<file path="config.mk">
export PLATFORM = sky130hd
export DESIGN_NAME = inst_axi_rd_bridge
export DESIGN_NICKNAME = d
export VERILOG_FILES = /design/src/rtl/inst_axi_rd_bridge.sv
export SDC_FILE = /design/constraint.sdc
export NUM_CORES = 1
export LEC_CHECK = 0
export ABC_AREA = 1
export CELL_PAD_IN_SITES_DETAIL_PLACEMENT = 0
export CELL_PAD_IN_SITES_GLOBAL_PLACEMENT = 1
export CORE_UTILIZATION = 18
export CTS_BUF_LIST = sky130_fd_sc_hd__clkbuf_8 sky130_fd_sc_hd__clkbuf_16
export CTS_CLUSTER_SIZE = 16
export DETAILED_ROUTE_END_ITERATION = 10
export GPL_TIMING_DRIVEN = 0
export PLACE_DENSITY = 0.77
export SYNTH_ARGS = -nofsm -noshare
export SYNTH_HDL_FRONTEND = slang
export SYNTH_SLANG_ARGS = --single-unit
</file>
<file path="constraint.sdc">
create_clock -name clk -period 2.1 [get_ports clk]
set_clock_uncertainty 0.1 [all_clocks]
set_input_delay 0.42 -clock clk [delete_from_list [all_inputs] [get_ports clk]]
set_output_delay 0.42 -clock clk [all_outputs]
set_load 0.005 [all_outputs]
</file>
<file path="src/rtl/inst_axi_rd_bridge.sv">
// inst_axi_rd_bridge: IF SRAM-like fetch port to single-beat in-order AXI4 reads on AR/R.
// Defining INST_AXI_PERF_CNT_EN adds the perf_stall_cnt/perf_fetch_cnt counters.
module inst_axi_rd_bridge #(
    parameter int         MAX_OUTSTANDING = 2,
    parameter logic [3:0] AR_ID           = 4'h0
) (
    input  logic        clk,
    input  logic        resetn,
    input  logic        inst_sram_req,
    input  logic        inst_sram_wr,
    input  logic [1:0]  inst_sram_size,
    input  logic [3:0]  inst_sram_wstrb,
    input  logic [31:0] inst_sram_addr,
    input  logic [31:0] inst_sram_wdata,
    output logic        inst_sram_addr_ok,
    output logic        inst_sram_data_ok,
    output logic [31:0] inst_sram_rdata,
    output logic [3:0]  arid,
    output logic [31:0] araddr,
    output logic [7:0]  arlen,
    output logic [2:0]  arsize,
    output logic [1:0]  arburst,
    output logic [1:0]  arlock,
    output logic [3:0]  arcache,
    output logic [2:0]  arprot,
    output logic        arvalid,
    input  logic        arready,
    input  logic [3:0]  rid,
    input  logic [31:0] rdata,
    input  logic [1:0]  rresp,
    input  logic        rlast,
    input  logic        rvalid,
`ifdef INST_AXI_PERF_CNT_EN
    output logic [31:0] perf_stall_cnt,
    output logic [31:0] perf_fetch_cnt,
`endif
    output logic        rready
);
    localparam logic [0:0] AR_IDLE = 1'b0;
    localparam logic [0:0] AR_BUSY = 1'b1;
    logic [0:0] state;
    logic [2:0] cnt;
    logic [1:0] size_q;
    logic       r_done;
    logic       unused_ok;
    assign unused_ok = ^{inst_sram_wstrb, inst_sram_wdata, rid, rresp};
    // Only the registered count gates acceptance; a same-cycle rlast does not free a slot.
    assign inst_sram_addr_ok = resetn & (state == AR_IDLE) & inst_sram_req & ~inst_sram_wr
                             & (cnt < 3'(MAX_OUTSTANDING));
    assign rready            = resetn;
    assign r_done            = rvalid & rready & rlast;
    assign inst_sram_data_ok = r_done;
    assign inst_sram_rdata   = rdata;
    assign arvalid           = (state == AR_BUSY);
    assign arid              = AR_ID;
    assign arlen             = 8'h00;
    assign arsize            = {1'b0, size_q};
    assign arburst           = 2'b01;
    assign arlock            = 2'b00;
    assign arcache           = 4'h0;
    assign arprot            = 3'h0;
    always_ff @(posedge clk or negedge resetn) begin
        if (!resetn) begin
            state  <= AR_IDLE;
            araddr <= '0;
            size_q <= '0;
        end else if (state == AR_IDLE) begin
            if (inst_sram_addr_ok) begin
                state  <= AR_BUSY;
                araddr <= inst_sram_addr;
                size_q <= inst_sram_size;
            end
        end else if (arready) begin
            state <= AR_IDLE;
        end
    end
    // A stray completion with nothing outstanding must not wrap the counter.
    always_ff @(posedge clk or negedge resetn) begin
        if (!resetn)
            cnt <= '0;
        else if (inst_sram_addr_ok && !r_done)
            cnt <= cnt + 3'd1;
        else if (!inst_sram_addr_ok && r_done && cnt != 3'd0)
            cnt <= cnt - 3'd1;
    end
`ifdef INST_AXI_PERF_CNT_EN
    always_ff @(posedge clk or negedge resetn) begin
        if (!resetn) begin
            perf_stall_cnt <= '0;
            perf_fetch_cnt <= '0;
        end else begin
            if (inst_sram_req && !inst_sram_wr && !inst_sram_addr_ok)
                perf_stall_cnt <= perf_stall_cnt + 32'd1;
            if (r_done)
                perf_fetch_cnt <= perf_fetch_cnt + 32'd1;
        end
    end
`endif
endmodule

</file>
# [Word-level counts from Yosys, hierarchy flattened]
# Index checks and enable logic that the tools add are counted.
[classes] add_sub_neg=2 order_cmp=1 muxes=5 bitwise_logic=8 reduce_logical=8
[op_table] cell="1-bit bitwise AND" n=6
[op_table] cell="3-bit 2-to-1 mux" n=2
[op_table] cell="3-bit by 1-bit adder with 3-bit output (second input constant)" n=1
[op_table] cell="1-bit logical AND" n=3
[op_table] cell="3-bit by 2-bit less-than comparator with 1-bit output (second input constant)" n=1
[op_table] cell="1-bit 2-to-1 mux" n=3
[op_table] cell="3-bit nonzero test" n=1
[op_table] cell="3-bit by 1-bit subtractor with 3-bit output (second input constant)" n=1
[op_table] cell="1-bit zero test" n=2
[op_table] cell="1-bit inverter" n=2
[op_table] cell="2-bit AND reduction" n=1
[op_table] cell="2-bit nonzero test" n=1
[totals] register_bits=38 inputBits=115 out_inout_bits=94 word_cells=28

# [Logic depth before layout (Yosys ltp)]
# Gate-level depths: netlist (run 1).
[depth] word_depth=10 depth_mapped=8 mapped_depth_nobuf=8

# [Worst setup path after synthesis (run 1)]
# No wires, ideal clock.
[synth_timing] kind="flip-flop to flip-flop" startpoint="register state (netlist: arvalid)" endpoint="register cnt[2]" setup_ps=118 t_arrival_ps=1415 required_ps=1882 slack_ps=466 path_stages_with_launch=8 path_buffers=0 period_less_slack_ps=1634 cell_sequence="dfrtp_1 > nor2_2 > nand4_1 > fa_1 > inv_1 > nand2_1 > nand2_1 > nand2_1"
[synth_via] elab_chain_cells=9 elab_cells_between_ends=11 cone_classes="mux: 1; bitwise: 5; reduce/logical: 5"
[synth_lines] item="from (decl)" line_no="41" source="logic [0:0] state;"
[synth_lines] item="from (signal assigned)" line_no="64" source="state <= AR_IDLE;"
[synth_lines] item="from (signal assigned)" line_no="69" source="state <= AR_BUSY;"
[synth_lines] item="from (signal assigned)" line_no="74" source="state <= AR_IDLE;"
[synth_lines] item="1-bit inverter (*)"
[synth_lines] item="1-bit bitwise AND (*) (3 in a row)" line_no="48" source="assign inst_sram_addr_ok = resetn & (state == AR_IDLE) & inst_sram_req & ~inst_sram_wr"
[synth_lines] item="1-bit bitwise AND (*)" line_no="49" source="& (cnt < 3'(MAX_OUTSTANDING));"
[synth_lines] item="1-bit zero test" line_no="83" source="else if (!inst_sram_addr_ok && r_done && cnt != 3'd0)"
[synth_lines] item="1-bit logical AND (2 in a row)" line_no="83"
[synth_lines] item="2-bit nonzero test (no line)"
[synth_lines] item="to (signal assigned)" line_no="82" source="cnt <= cnt + 3'd1;"
[synth_lines] item="to (signal assigned)" line_no="84" source="cnt <= cnt - 3'd1;"
[synth_lines] item="to (decl)" line_no="42" source="logic [2:0] cnt;"
# Every way passes the cells marked *; elsewhere a longest branch is shown, timed or not.
# A chain may end at the register's enable or synchronous reset.

# [Worst setup path after layout (run 1)]
[layout_timing] startpoint="input port inst_sram_wr" endpoint="output port inst_sram_addr_ok"
[layout_via] elab_chain_cells=3
[layout_lines] item="from (decl)" line_no="10" source="input logic inst_sram_wr,"
[layout_lines] item="1-bit inverter" line_no="48"
[layout_lines] item="1-bit bitwise AND" line_no="48"
[layout_lines] item="1-bit bitwise AND" line_no="49"
[layout_lines] item="to (decl)" line_no="15" source="output logic inst_sram_addr_ok,"
# No other way between the ends.

==> run_results.csv, run 1 <==
group,metric,value,unit
pwr,ir_drop,0.2901,mV
sta,relSlewSlack,37.65,%
finish,fin_nets,496,
sta,slew_viol_final,0,
yosys,synth_area_leader_cell,"dfrtp_1",
finish,areaGrowthSynthToFinish,77.50,%
drt,top_layer,"met4",
yosys,syn-cell-area,1979,sq um
yosys,ys_seq_area_share,48.04,%
yosys,ys_seq_elements,38,
clock_network,path_clk_slew,0.08,ns
drt,routed_wl,5422,microns
yosys,synth_compound_area_share,0.5057,%
global_route,antenna_found_initial,0,
placed_design,place_ws,-0.8095,ns
flow_run,max_cap_violations,0,
yosys,synth_edf_count,0,
clock_network,clock_sinks,38,
pwr,p_leak,0.001773,uW
drt,ant_nets,0,
setup_path,worstPathMaxFanout,2,
sta,setup_viol,0,
yosys,yosys.cell_count.top_type,"nand2_1",
min_path,hold_depth,2,
global_route,grt_max_degree,21,
finish,drive_gt1_share,20.47,%
clock_network,numCtsBuffers,5,
clock_network,htreeDepth,2,
drt,dr_total_vias,1805,
min_path,hold_start,"araddr[19]",
yosys,synth_fa_ha_area_share,1.011,%
yosys,synth_common_cells,"nand2_1 (114), buf_4 (60), dfrtp_1 (38)",
yosys,async_reset_ff_share,100.0,%
placed_design,hpwl,4110,microns
drt,drc,0,
drt,via_per_inst,3.491,
pwr,fin_total_pwr,3370,uW
drt,wl_met3,532,microns
setup_path,regToRegStartpoint,"cnt[1]",
global_route,grt_pass1_wl,8424,microns
yosys,ys_types,18,
placed_design,port_buffers,110,
drt,first_pass_iters,4,
sta,timing.final.ws_setup,0.1731,ns
sta,hold_viol_final,0,
setup_path,end_kind,"output pin",
yosys,yosys.area_share.simple,25.28,%
pwr,power_density,959.1,nW/um^2
placed_design,routabilityCongestion,0.6678,
placed_design,placed_area,3356,sq um
floorplan,core-area,10510,sq um
min_path,hp-class,"reg2reg",
yosys,syn_inst,237,
setup_path,r2r_end,"cnt[2]",
clock_network,cts_root_buf,"clkbuf_8",
global_route,overflow,0,
clock_network,cts_tree,"done",
setup_path,cp.required,1.58,ns
yosys,synth_top_area_share,48.04,%
drt,wl_met1,2195,microns
floorplan,start_util,18.84,%
run_status,status,"finished clean",
sta,timing.fmax,519.0,MHz
sta,worstMarginPinSlew,0.9322,ns
floorplan,die_y,106.9,microns
yosys,synth_top_family_by_area,"simple AND/OR/NAND/NOR gates",
clock_network,clk_latency,0.28,ns
yosys,yosys_most_used_dff,"dfrtp_1",
floorplan,die_x,106.9,microns
sta,finalCriticalPeriod,1.927,ns
floorplan,ioPinCount,209,
setup_path,crit_arrival,1.41,ns
global_route,grt_pass1_vias,1780,
drt,wl_per_cell,10.49,microns
drt,met2WireLength,2659,microns
yosys,postSynthAreaPerCell,8.352,sq um
setup_path,path_class,"in2out",
clock_network,ctsLongestPathBuffers,2,
finish,final_area,3513,sq um
drt,drtIter0Drc,76,
yosys,post_synth_xor_area_fraction,0,%
sta,finalCritPeriodShare,91.76,%
yosys,synth.area.top_cells,"dfrtp_1 (48%), buf_4 (23%), nand2_1 (22%)",
sta,holdWs,0.3809,ns
yosys,muxShareOfSynthArea,0,%
sta,rsz0062_at_grt,"false",
yosys,ys_warn_count,0,
setup_path,rrSetupSlack,0.33,ns
finish,final_core_util,33.43,%
global_route,groute.usage.overall,9.571,%
setup_path,ff2ff_path_depth,7,
setup_path,startpoint_type,"input pin",
floorplan,row_count,37,
floorplan,dieArea,11420,sq um
min_path,min_to,"araddr[19]",
finish,diodes,0,
metal layers:
| metal | global-route usage (%) | vias up |
|---|---|---|
| li1 | - | 915 |
| met1 | 11.12 | 783 |
| met2 | 16.64 | 103 |
| met3 | 3.465 | 4 |
| met4 | 2.348 | 0 |
| met5 | 0 | - |
layout by cell type, fill, tap and decap left out:
cell | Yosys | routed
nand2_1 | 114 | 114
clkdlybuf4s50_1 | 0 | 107
buf_4 | 60 | 61
dfrtp_1 | 38 | 38
conb_1 | 2 | 24
inv_1 | 6 | 6
clkbuf_8 | 0 | 5
inv_2 | 0 | 2
nand4_1 | 2 | 2
clkbuf_1 | 2 | 2
nand3_1 | 3 | 2
dlygate4sd3_1 | 0 | 2
dlygate4sd2_1 | 0 | 2
nor2_4 | 1 | 1
nor2_2 | 1 | 1
nand3_4 | 1 | 1
clkinv_8 | 0 | 1
nand3_2 | 0 | 1
buf_2 | 1 | 1
o21ai_0 | 1 | 1
a21oi_1 | 1 | 1
nand2_2 | 1 | 1
nor2_1 | 1 | 1
fa_1 | 1 | 1
bufinv_16 | 0 | 1
buf_8 | 0 | 1
buf_16 | 0 | 1
stage by stage:
step / std cells / TNS [ns]
finish: 517 / 0
global route: 517 / 0
CTS: 517 / 0
detailed placement: 506 / -4.625
global placement: 505 / -82.28
floorplan: 259 / 0
layout make-up:
cell class              instances  area (sq um)
clock buffers                   5         68.82
clock inverters                 3         37.54
fillers                      1095          6995
multi-input cells             151         625.6
flip-flops and latches         38         950.9
repair buffers                115          1166
plain buffers                  62         455.4
inverters                       7         38.79
well taps                     136         170.2
flip-flops by register name (all words and copies together) (netlist names):
signal	cells
size_q	2
cnt	3
araddr	32
arvalid	1
cells by family (layout without fill, tap and decap cells):
family,count (synthesis),in the layout
simple gates,124,124
buf+inv,70,192
flops,38,38
other cells,2,24
compound gates,2,2
fa+ha+maj,1,1
what timing repair did:
item | CTS | global route
gates resized for setup | 10 | 0
setup buffers | 2 | 0
hold buffers | 2 | 0
endpoints found under the setup margin | 5 | 0
hold endpoints to repair | 20 | 0
how the worst max path moves through the flow:
stage | startpoint | end | slack (ns) | cells past startpoint
floorplan | arvalid | cnt[2] | 0.47 | 7
global placement | resetn | inst_sram_addr_ok | -2.12 | 7
detailed placement | resetn | inst_sram_addr_ok | -0.81 | 8
CTS | inst_sram_wr | inst_sram_addr_ok | 0.15 | 5
global route | inst_sram_wr | inst_sram_addr_ok | 0.12 | 5
finish | inst_sram_wr | inst_sram_addr_ok | 0.17 | 5
worst max-delay path, stage by stage:
cell             delay (ns)
clkdlybuf4s50_1        0.41
nor2_2                 0.15
nand3_4                0.13
clkinv_8               0.07
dlygate4sd2_1          0.22
report_power, final:
part	internal, uW	leakage, uW	switching [uW]
combinational	935	0.00123	520
sequential	1090	0.000479	210
clock	346	0.0000607	270
total	2370	0.00177	1000
Power figures use the tool's default switching activity.
==> run 2: changes to the inputs <==
- SLEW_MARGIN: default -> 15
==> results of run 2 <==
Final layout, timing and power as in run 1 (identical DEF).
==> run 3: changes to the inputs <==
- CORE_AREA: default -> 2 2 80 82
- CORE_UTILIZATION: 18 -> default
- DIE_AREA: default -> 0 0 82 84
- DONT_BUFFER_PORTS: default -> 1
- PLACE_DENSITY: 0.77 -> 0.64
==> run 3 against run 2 <==
Sequential power increased by 8%. Sequential cell count stayed put. Critical endpoint unchanged. Via count decreased by 21%.
==> run_results.csv, run 3 (synthesized netlist as in run 1, its figures left out) <==
group,metric,value,unit
setup_path,regToRegStartpoint,"arvalid",
floorplan,row_count,29,
placed_design,port_buffers,0,
global_route,grt-busiest-layer,"met2",
drt,routed_wl,4285,microns
global_route,grt_util_met2,18.85,%
setup_path,crit_arrival,1.44,ns
setup_path,r2r_end,"cnt[2]",
setup_path,crit_end,"inst_sram_addr_ok",
sta,fin_setup_tns,0,ns
min_path,hp-class,"in2reg",
clock_network,clock_sinks,38,
pwr,switchingPower,871.0,uW
clock_network,numCtsBuffers,5,
drt,dr_total_vias,1419,
sta,rsz0062_at_grt,"false",
setup_path,end_kind,"output pin",
global_route,use_met1,14.76,%
floorplan,dieArea,6888,sq um
clock_network,path_clk_slew,0.08,ns
run_status,status,"finished clean",
finish,mostFrequentLayoutCells,"nand2_1 (114), buf_4 (60), dfrtp_1 (38), conb_1 (24), inv_1 (8)",
drt,ant_nets,0,
finish,largest_register,"araddr",
sta,finalCritPeriodShare,93.15,%
pwr,comb_power_share,23.0,%
clock_network,ctsLongestPathBuffers,2,
sta,setup_viol,0,
clock_network,htreeDepth,2,
floorplan,start_util,32.47,%
setup_path,crit_slowest_cell,"dfrtp_1",
pwr,ir_drop,0.4780,mV
setup_path,cp_cell_sequence,"nor2_2 -> nand3_4 -> clkinv_2 -> buf_4",
floorplan,die_y,84,microns
setup_path,cp.required,1.58,ns
global_route,grt_util_met3,4.545,%
global_route,grt_max_degree,39,
finish,largest_register_ffs,32,
floorplan,die_x,82,microns
finish,drive_gt1_share,27.14,%
clock_network,cts_tree,"done",
setup_path,rrSetupSlack,0.30,ns
pwr,intPower,1716,uW
global_route,groute.usage.overall,11.95,%
finish,layout_commonest_cell,"nand2_1",
setup_path,max_stage_delay,0.42,ns
sta,hold_viol_final,0,
finish,areaGrowthSynthToFinish,15.93,%
setup_path,startpoint_type,"flip-flop",
drt,first_pass_iters,4,
drt,wl_per_cell,12.38,microns
pwr,seq_power_share,54.0,%
setup_path,path_delay_family,"flip-flops",
placed_design,routabilityCongestion,0.7362,
flow_run,max_cap_violations,0,
pwr,power_frac_clock,23.0,%
finish,diodes,0,
setup_path,worstPathMaxFanout,10,
drt,drtIter0Drc,39,
setup_path,path_class,"reg2out",
clock_network,cts_root_buf,"clkbuf_8",
setup_path,worst-path-stages,4,
sta,finalCriticalPeriod,1.956,ns
finish,fillerInstances,635,
finish,reg_top3,"araddr x32, cnt x3, size_q x2",
floorplan,ioPinCount,209,
drt,via_per_inst,4.101,
global_route,grt_pass1_vias,1267,
pwr,power_density,1127,nW/um^2
drt,drc,0,
sta,slew_viol_final,0,
clock_network,clk_latency,0.28,ns
pwr,switching_share,33.67,%
pwr,p_leak,0.001328,uW
setup_path,worstSetupStartpoint,"arvalid",
floorplan,core-area,6096,sq um
sta,timing.fmax,511.2,MHz
global_route,grt_pass1_wl,6175,microns
min_path,hold_start,"inst_sram_addr[24]",
setup_path,ff2ff_path_depth,7,
setup_path,critPathBufInv,2,
finish,fin_nets,384,
finish,final_core_util,37.64,%
placed_design,hpwl,3105,microns
global_route,overflow,0,
global_route,antenna_found_initial,0,
run 3: layout make-up:
| cell class | instances | area [sq um] | area share, % |
|---|---|---|---|
| sequential | 38 | 950.9 | 41.44 |
| tap | 77 | 96.34 | 4.198 |
| clock buffer | 5 | 68.82 | 2.999 |
| inverter | 7 | 27.53 | 1.200 |
| clock inverter | 3 | 37.54 | 1.636 |
| multi-input combinational | 151 | 620.6 | 27.04 |
| timing repair buffer | 2 | 30.03 | 1.309 |
| buffer | 63 | 462.9 | 20.17 |
run 3: power groups by stage:
stage | registers, uW | logic [uW] | clock network (uW)
after global routing | 1450 | 703 | 658
after CTS | 1410 | 607 | 622
final | 1400 | 594 | 594
after detailed placement | 1420 | 585 | 0
after global placement | 1420 | 560 | 0
after floorplan | 1330 | 502 | 0
run 3: per-stage QoR:
stage | setup WS (ns) | std cells | total power (uW) | cell area, sq um | hold WS [ns]
floorplan | 0.4661 | 259 | 1830 | 2062 | 0.02441
global placement | 0.3157 | 336 | 1980 | 2158 | 0.02534
detailed placement | 0.2679 | 336 | 2004 | 2158 | 0.02524
CTS | 0.08622 | 346 | 2642 | 2295 | 0.1303
global route | 0.003648 | 346 | 2806 | 2295 | 0.1262
finish | 0.1439 | 346 | 2587 | 2295 | 0.1388
run 3: worst min-delay path by stage:
stage	end	slack, ns	cells past startpoint
floorplan	araddr[0]	0.02	0
global placement	araddr[2]	0.03	0
detailed placement	araddr[2]	0.03	0
CTS	araddr[26]	0.13	2
global route	araddr[3]	0.13	2
finish	araddr[24]	0.14	2
run 3: what timing repair did:
item	in CTS	in global routing
setup buffers	0	0
hold buffers	2	0
endpoints found under the hold margin	38	0
gates resized for setup	0	0
run 3: metal layers:
layer / routed length [microns] / vias up
li1: - / 693
met2: 2097 / 91
met5: 0 / -
met1: 1655 / 633
met3: 516 / 2
met4: 15 / 0
